### config.mk
export PLATFORM = sky130hd
export DESIGN_NAME = alu_unit
export DESIGN_NICKNAME = d
export VERILOG_FILES = /design/src/rtl/alu_unit.sv
export SDC_FILE = /design/constraint.sdc
export NUM_CORES = 1
export LEC_CHECK = 0
export CAP_MARGIN = 15
export CORE_MARGIN = 4
export CORE_UTILIZATION = 58
export DETAILED_ROUTE_END_ITERATION = 6
export PLACE_DENSITY = 0.83
export SYNTH_ARGS = -nofsm -noshare
export SYNTH_HDL_FRONTEND = slang
export SYNTH_SLANG_ARGS = --single-unit
export TNS_END_PERCENT = 20
### constraint.sdc
create_clock -name clk -period 1.6 [get_ports clk]
set_input_delay 0.16 -clock clk [delete_from_list [all_inputs] [get_ports clk]]
set_output_delay 0.16 -clock clk [all_outputs]
set_load 0.05 [all_outputs]
### src/rtl/alu_unit.sv
// Execution unit: operand-2 select, single-cycle ALU ops and an iterative restoring divider.
// Optional multiplier/divider hardware is built only when ALU_MULDIV_EN is defined.
module alu_unit #(
  parameter int XLEN      = 32,
  parameter int DIV_STEPS = 32
) (
  input  logic            clk,
  input  logic            rst_n,
  input  logic            alu_en,
  input  logic [7:0]      alu_op,
  input  logic [1:0]      op2_dir,
  input  logic [31:0]     instr,
  input  logic [XLEN-1:0] rs1_data,
  input  logic [XLEN-1:0] rs2_data,
  output logic [XLEN-1:0] alu_result,
  output logic            alu_busy,
  output logic            alu_done,
  output logic            alu_dz
);

  localparam logic [7:0] OP_ADD  = 8'd0;
  localparam logic [7:0] OP_ADDI = 8'd1;
  localparam logic [7:0] OP_SUB  = 8'd2;
  localparam logic [7:0] OP_MUL  = 8'd3;
  localparam logic [7:0] OP_DIV  = 8'd4;
  localparam logic [7:0] OP_SLL  = 8'd5;
  localparam logic [7:0] OP_SRL  = 8'd6;
  localparam logic [7:0] OP_AND  = 8'd7;
  localparam logic [7:0] OP_OR   = 8'd8;
  localparam logic [7:0] OP_NOT  = 8'd9;
  localparam logic [7:0] OP_XOR  = 8'd10;
  localparam logic [7:0] OP_LUI  = 8'd11;

  if (XLEN != 32 || DIV_STEPS != XLEN) begin : g_bad_cfg
    $error("alu_unit: only XLEN=32 with DIV_STEPS=XLEN is supported");
  end

  logic [XLEN-1:0] u_imm;
  logic [XLEN-1:0] i_imm;
  logic [XLEN-1:0] op2;
  logic [XLEN-1:0] result_c;

  assign u_imm = {instr[31:12], 12'b0};
  assign i_imm = {{20{instr[31]}}, instr[31:20]};

  always_comb begin
    op2 = '0;
    case (op2_dir)
      2'b00:   op2 = rs2_data;
      2'b01:   op2 = u_imm;
      2'b10:   op2 = i_imm;
      default: op2 = '0;
    endcase
  end

`ifdef ALU_MULDIV_EN
  typedef enum logic [1:0] {IDLE, DIV_RUN, DIV_FIN} state_t;

  state_t          state;
  logic [XLEN-1:0] quo;
  logic [XLEN-1:0] dvs;
  logic [XLEN-1:0] rem;
  logic [4:0]      cnt;
  logic            neg;

  logic            div_zero;
  logic            div_ovf;
  logic            div_start;
  logic [XLEN-1:0] abs1;
  logic [XLEN-1:0] abs2;
  logic [XLEN-1:0] rem_sh;
  logic [XLEN:0]   diff;
  logic            unused_bits;

  assign div_zero  = (op2 == '0);
  assign div_ovf   = (rs1_data == 32'h8000_0000) && (op2 == 32'hFFFF_FFFF);
  assign div_start = (alu_op == OP_DIV) && !div_zero && !div_ovf;
  assign abs1      = rs1_data[XLEN-1] ? -rs1_data : rs1_data;
  assign abs2      = op2[XLEN-1] ? -op2 : op2;

  // Partial remainder stays below the divisor (<= 2^31), so the shifted value fits in 32 bits.
  assign rem_sh = {rem[XLEN-2:0], quo[XLEN-1]};
  assign diff   = {1'b0, rem_sh} - {1'b0, dvs};

  assign unused_bits = ^{instr[11:0], rem[XLEN-1]};
`else
  logic unused_bits;
  assign unused_bits = ^instr[11:0];
`endif

  always_comb begin
    result_c = '0;
    case (alu_op)
      OP_ADD, OP_ADDI: result_c = rs1_data + op2;
      OP_SUB:          result_c = rs1_data - op2;
      OP_SLL:          result_c = rs1_data << op2[4:0];
      OP_SRL:          result_c = rs1_data >> op2[4:0];
      OP_AND:          result_c = rs1_data & op2;
      OP_OR:           result_c = rs1_data | op2;
      OP_NOT:          result_c = ~rs1_data;
      OP_XOR:          result_c = rs1_data ^ op2;
      OP_LUI:          result_c = op2;
`ifdef ALU_MULDIV_EN
      OP_MUL:          result_c = rs1_data * op2;
      // Only the single-cycle DIV outcomes land here; the overflow quotient equals op1.
      OP_DIV:          result_c = div_zero ? '1 : rs1_data;
`endif
      default:         result_c = '0;
    endcase
  end

`ifdef ALU_MULDIV_EN
  always_ff @(posedge clk or negedge rst_n) begin
    if (!rst_n) begin
      state      <= IDLE;
      alu_result <= '0;
      alu_busy   <= 1'b0;
      alu_done   <= 1'b0;
      alu_dz     <= 1'b0;
      quo        <= '0;
      dvs        <= '0;
      rem        <= '0;
      cnt        <= '0;
      neg        <= 1'b0;
    end else begin
      alu_done <= 1'b0;
      case (state)
        IDLE: begin
          if (alu_en) begin
            alu_dz <= (alu_op == OP_DIV) && div_zero;
            if (div_start) begin
              quo      <= abs1;
              dvs      <= abs2;
              rem      <= '0;
              neg      <= rs1_data[XLEN-1] ^ op2[XLEN-1];
              cnt      <= 5'(DIV_STEPS - 1);
              alu_busy <= 1'b1;
              state    <= DIV_RUN;
            end else begin
              alu_result <= result_c;
              alu_done   <= 1'b1;
            end
          end
        end
        DIV_RUN: begin
          quo <= {quo[XLEN-2:0], ~diff[XLEN]};
          rem <= diff[XLEN] ? rem_sh : diff[XLEN-1:0];
          if (cnt == 5'd0) state <= DIV_FIN;
          else             cnt   <= cnt - 5'd1;
        end
        DIV_FIN: begin
          alu_result <= neg ? -quo : quo;
          alu_busy   <= 1'b0;
          alu_done   <= 1'b1;
          state      <= IDLE;
        end
        default: state <= IDLE;
      endcase
    end
  end
`else
  assign alu_busy = 1'b0;
  assign alu_dz   = 1'b0;

  always_ff @(posedge clk or negedge rst_n) begin
    if (!rst_n) begin
      alu_result <= '0;
      alu_done   <= 1'b0;
    end else begin
      alu_done <= alu_en;
      if (alu_en) alu_result <= result_c;
    end
  end
`endif

endmodule

==> results of run 1 <==
per-stage QoR:
stage | cells | utilization, % | instance area, sq um
after floorplan | 1416 | - | 10350
after global placement | 2104 | 85.01 | 14650
after detailed placement | 2104 | 85.01 | 14650
after CTS | 2152 | 91.68 | 15800
cell usage after synthesis, types with 7 or more instances:
library cell,count,share of area [%]
a211oi_1,19,1.4
a21o_1,10,0.74
a21oi_1,152,7.5
a221oi_1,14,1.2
a22oi_1,27,2.0
a311oi_1,7,0.60
a31oi_1,16,0.98
buf_1,12,0.44
buf_2,23,1.1
clkbuf_1,67,2.5
dfrtp_1,33,8.1
ha_1,98,12
inv_1,84,3.1
mux2i_1,71,7.0
mux4_2,49,11
nand2_1,130,4.8
nand2b_1,7,0.43
nand3_1,21,1.0
nand4_1,9,0.55
nor2_1,158,5.8
nor2b_1,13,0.80
nor3_1,21,1.0
nor4_1,7,0.43
o211ai_1,22,1.6
o21a_1,8,0.59
o21ai_0,129,6.3
o21bai_1,7,0.52
o221ai_1,19,1.6
o22ai_1,18,1.1
or2_2,8,0.49
xnor2_1,46,4.0
xor2_1,7,0.60
cells by family after synthesis:
logic type / Yosys count
other: 1
AND/OR/NAND/NOR: 402
multiplexers: 122
buffers and inverters: 200
AO/OA/AOI/OAI: 505
adder cells (fa/ha/maj): 99
XOR/XNOR: 53
flip-flops: 33
routing by layer:
layer / GRT overflow / GRT usage, %
met4: 111 / 87.35
met1: 22 / 85.41
met2: 175 / 98.31
met3: 33 / 76.51
met5: 5 / 48.62
what timing repair did:
| item | CTS |
|---|---|
| hold endpoints to repair | 33 |
| setup buffers | 37 |
| gates cloned | 2 |
| endpoints found under the setup margin | 32 |
| resized for setup | 233 |
| pin swaps | 82 |
| hold buffers | 1 |
==> impl_metrics.json, run 1 <==
{
  "ys_warn_count": 0,
  "synth_simple_gate_area_share_pct": 17.43,
  "dpl.hpwl_microns": 44530,
  "place_congestion": 1.270,
  "synthesis.area_sq_mm": 0.01017,
  "ys_ff_latch": 33,
  "syn_inst": 1415,
  "synth_top_family_by_area": "compound AO/OA/AOI/OAI gates",
  "pre_cts_ws_ps": -3094,
  "grt_util_all_layers_pct": 86.43,
  "cts.htree.levels": 2,
  "grt_pass1_vias": 20337,
  "grt_pass1_wl_microns": 132600,
  "cts-root-buf": "clkbuf_16",
  "cts_buffers": 5,
  "synth_flop_cell": "dfrtp_1",
  "start_util_pct": 59.00,
  "outcome": "stopped before the end",
  "synth_mux_area_share_pct": 18.09,
  "cts_buffer_depth": 2,
  "tool.error": "[ERROR GRT-0116] Global routing finished with congestion. Check the congestion regions in the DRC Viewer.",
  "grt-ovfl-total": 346,
  "synthXorXnorAreaFrac_pct": 4.564,
  "async_flop_share_pct": 100.0,
  "synth_compound_gate_area_share_pct": 31.32,
  "synth_fa_ha_area_share_pct": 12.25,
  "syn_avg_cell_area_sq_um": 7.187,
  "clock-sinks": 33,
  "grt_start_max_net_pins": 82,
  "synth_edf_count": 0,
  "die_h_microns": 140.4,
  "ys_seq_area_share_pct": 8.120,
  "io_pins": 144,
  "die_w_microns": 140.4,
  "failed_stage": "global routing",
  "rows": 48,
  "numPortBuffers": 129,
  "synth_cell_types": 72
}
==> inputs of run 2 (changes only) <==
CORE_UTILIZATION = 40   (was 58)
PLACE_DENSITY = unset   (was 0.83)
PLACE_DENSITY_LB_ADDON = 0.15   (was unset)
==> impl_metrics.json, run 2 <==
{
  "outcome": "finished, violations left",
  "violations": "negative setup slack",
  "setup_viol": 32,
  "drive_above_1_share_pct": 42.00,
  "io_pins": 144,
  "yosys-top-cells-area": "ha_1, mux4_2, dfrtp_1",
  "vias": 14630,
  "finalNonFillerCells": 2338,
  "die_h_microns": 167.5,
  "cts_tree": "built",
  "synth_flop_cell": "dfrtp_1",
  "cts_buffers": 5,
  "final_cell_mix": "buf_4, nor2_1, a21oi_1",
  "ir_worst_vdd_mv": 0.5423,
  "synth_edf_count": 0,
  "place_congestion": 1.134,
  "largest_reg_flops": 32,
  "ant_nets": 0,
  "slew_headroom_pct": 39.50,
  "clock-sinks": 33,
  "nNetsFinal": 2214,
  "cp.arrival_ps": 3840,
  "fmax_mhz": 272.1,
  "start_util_pct": 40.50,
  "numPortBuffers": 129,
  "final.setup.tns_ps": -53940,
  "yosysTopAreaCell": "ha_1",
  "cp_slowest_stage_delay_ps": 340,
  "final_common_cell": "buf_4",
  "ys_ff_latch": 33,
  "hold_viol": 0,
  "cts.htree.levels": 2,
  "leakagePower_nw": 7.892,
  "syn_avg_cell_area_sq_um": 7.187,
  "grt_start_max_net_pins": 67,
  "worst_pin_slew_ps": 907.5,
  "cts_buffer_depth": 2,
  "rsz0062_at_grt": "yes",
  "core_sq_mm": 0.02511,
  "post-route-period-util_pct": 229.7,
  "regMostFlops": "alu_result",
  "dp_cells": 2284,
  "synth_cell_types": 72,
  "ys_seq_area_share_pct": 8.120,
  "timing.hold.ws_ps": 432.7,
  "fillers": 2172,
  "slowest_stage": "ha_1",
  "cap_violations": 0,
  "async_flop_share_pct": 100.0,
  "cp-end-kind": "register",
  "synth_top_area_share_pct": 12.06,
  "syn_inst": 1415,
  "powerDensity_mw_per_mm2": 512.2,
  "synthToLayoutAreaGrowth_pct": 66.82,
  "clkSlewWorstSetupHoldPaths_ps": 60,
  "finalClockSkew_ps": 0,
  "dpl.hpwl_microns": 50260,
  "grt_pass1_wl_microns": 92240,
  "synthesis.area_sq_mm": 0.01017,
  "crit_path_start_kind": "primary input",
  "period_needed_ps": 3676,
  "wl_microns": 63520,
  "drt_iter0_drc": 2067,
  "crit_type": "in2reg",
  "drc": 0,
  "cp_max_fo": 5,
  "grt_antenna_before_repair": 0,
  "fin_ws_ps": -2076,
  "reg_top3": "alu_result (32), alu_done (1)",
  "path_buf_inv": 5,
  "die_w_microns": 167.5,
  "dieArea_sq_mm": 0.02804,
  "synth_most_common_cell": "nor2_1",
  "maxSlewViolCount": 0,
  "hold_class": "in2async",
  "ys_warn_count": 0,
  "cp_cell_sequence": "buf_12 > mux2i_1 > or2_4 > clkinv_4 > nor3_4 > buf_6 > and4_4 > buf_12 > a31oi_4 > xnor2_1 > ha_1 > and4_4 > o211ai_1 > o211ai_1 > buf_4 > nand4_1 > o211a_1 > nand2b_4 > a211o_1 > a221oi_2 > a21oi_1",
  "avgRoutedWirePerCell_microns": 27.17,
  "grt_pass1_vias": 14295,
  "grt-ovfl-total": 0,
  "ys_top_cells_by_count": "nor2_1, a21oi_1, nand2_1, o21ai_0, ha_1",
  "cts-root-buf": "clkbuf_16",
  "dr.pass1.iters": 6,
  "viasPerCell": 6.257,
  "grt_util_all_layers_pct": 43.39,
  "worstPathRequired_ps": 1770,
  "rows": 58,
  "clock_latency_ps": 300,
  "path_delay_family": "compound AO/OA/AOI/OAI gates"
}
## run 2: cell counts after synthesis
Identical to the previous run, type by type.
## run 2: cell type report
cell class                 instances  area, sq um  area share [%]
clock inverter                     3        65.06          0.3835
timing repair buffer             695         5694           33.56
tap                              330        412.9           2.434
sequential                        33        825.8           4.868
clock buffer                       5        125.1          0.7375
inverter                          88        337.8           1.991
multi-input combinational       1183         9502           56.01
antenna                            1        2.502         0.01475
## run 2: worst paths after layout
path / cells past startpoint / slack (ps) / endpoint / start
min in group clk: 2 / 510 / alu_result[1] / alu_result[1]
max in group asynchronous: 3 / 780 / alu_result[22] / rst_n
hold reg to reg: 2 / 510 / alu_result[1] / alu_result[1]
hold / removal: 3 / 430 / alu_result[0] / rst_n
setup reg to reg: 8 / -120 / alu_result[20] / alu_result[20]
setup / recovery: 21 / -2080 / alu_result[28] / op2_dir[1]
## run 2: cell families after synthesis
group                      count (synthesis)  synth area share, %
buffers and inverters                    200                8.182
other                                      1              0.03687
AOI/OAI and AO/OA                        505                31.32
and+or+nand+nor                          402                17.43
muxes                                    122                18.09
adders and majority gates                 99                12.25
xor gates and xnor gates                  53                4.565
DFF                                       33                8.120
## run 2: worst register-to-register path, stage by stage, from the launching register on
cell       delay (ps)
dfrtp_1           390
nor2b_1           200
a21oi_1           120
o21ai_0           120
a31oi_1           160
o221ai_1          130
a211oi_1          250
buf_4             180
a2bb2oi_1          60
## run 2: report_power, final
part | switching (mW) | internal, mW | leakage (nW) | total, mW
logic | 3.42 | 3.08 | 7.34 | 6.50
clock network | 0.461 | 0.892 | 0.0938 | 1.35
registers | 0.000838 | 0.836 | 0.459 | 0.837
## run 2: through the flow
step           setup slack [ps]  cell area [sq um]  total power [mW]  utilization, %
6_report                  -2076              16970             8.690           67.57
5_1_grt                   -2216              16960             9.039           67.56
4_1_cts                   -2072              16570             8.226           66.00
3_5_place_dp              -3407              15410             6.375           61.37
3_3_place_gp              -3396              15410             6.345           61.37
2_1_floorplan             -2345              10350             3.477               -
## run 2: timing repair
action / 4_1_cts / 5_1_grt
hold buffers: 1 / 0
pin swaps: 96 / 66
setup buffers: 36 / 10
gates resized for setup: 229 / 68
hold endpoints to repair: 33 / 0
setup endpoints to repair: 32 / 32
## run 2: metal layers
layer / GRT usage (%) / share of wire (%) / wire [microns] / vias up
li1: - / - / - / 6425
met1: 52.01 / 36 / 22980 / 6863
met2: 67.80 / 44 / 27900 / 1057
met3: 8.310 / 9.6 / 6126 / 285
met4: 34.69 / 10 / 6520 / 0
met5: 0 / 0 / 0 / -
Power figures use the tool's default switching activity.
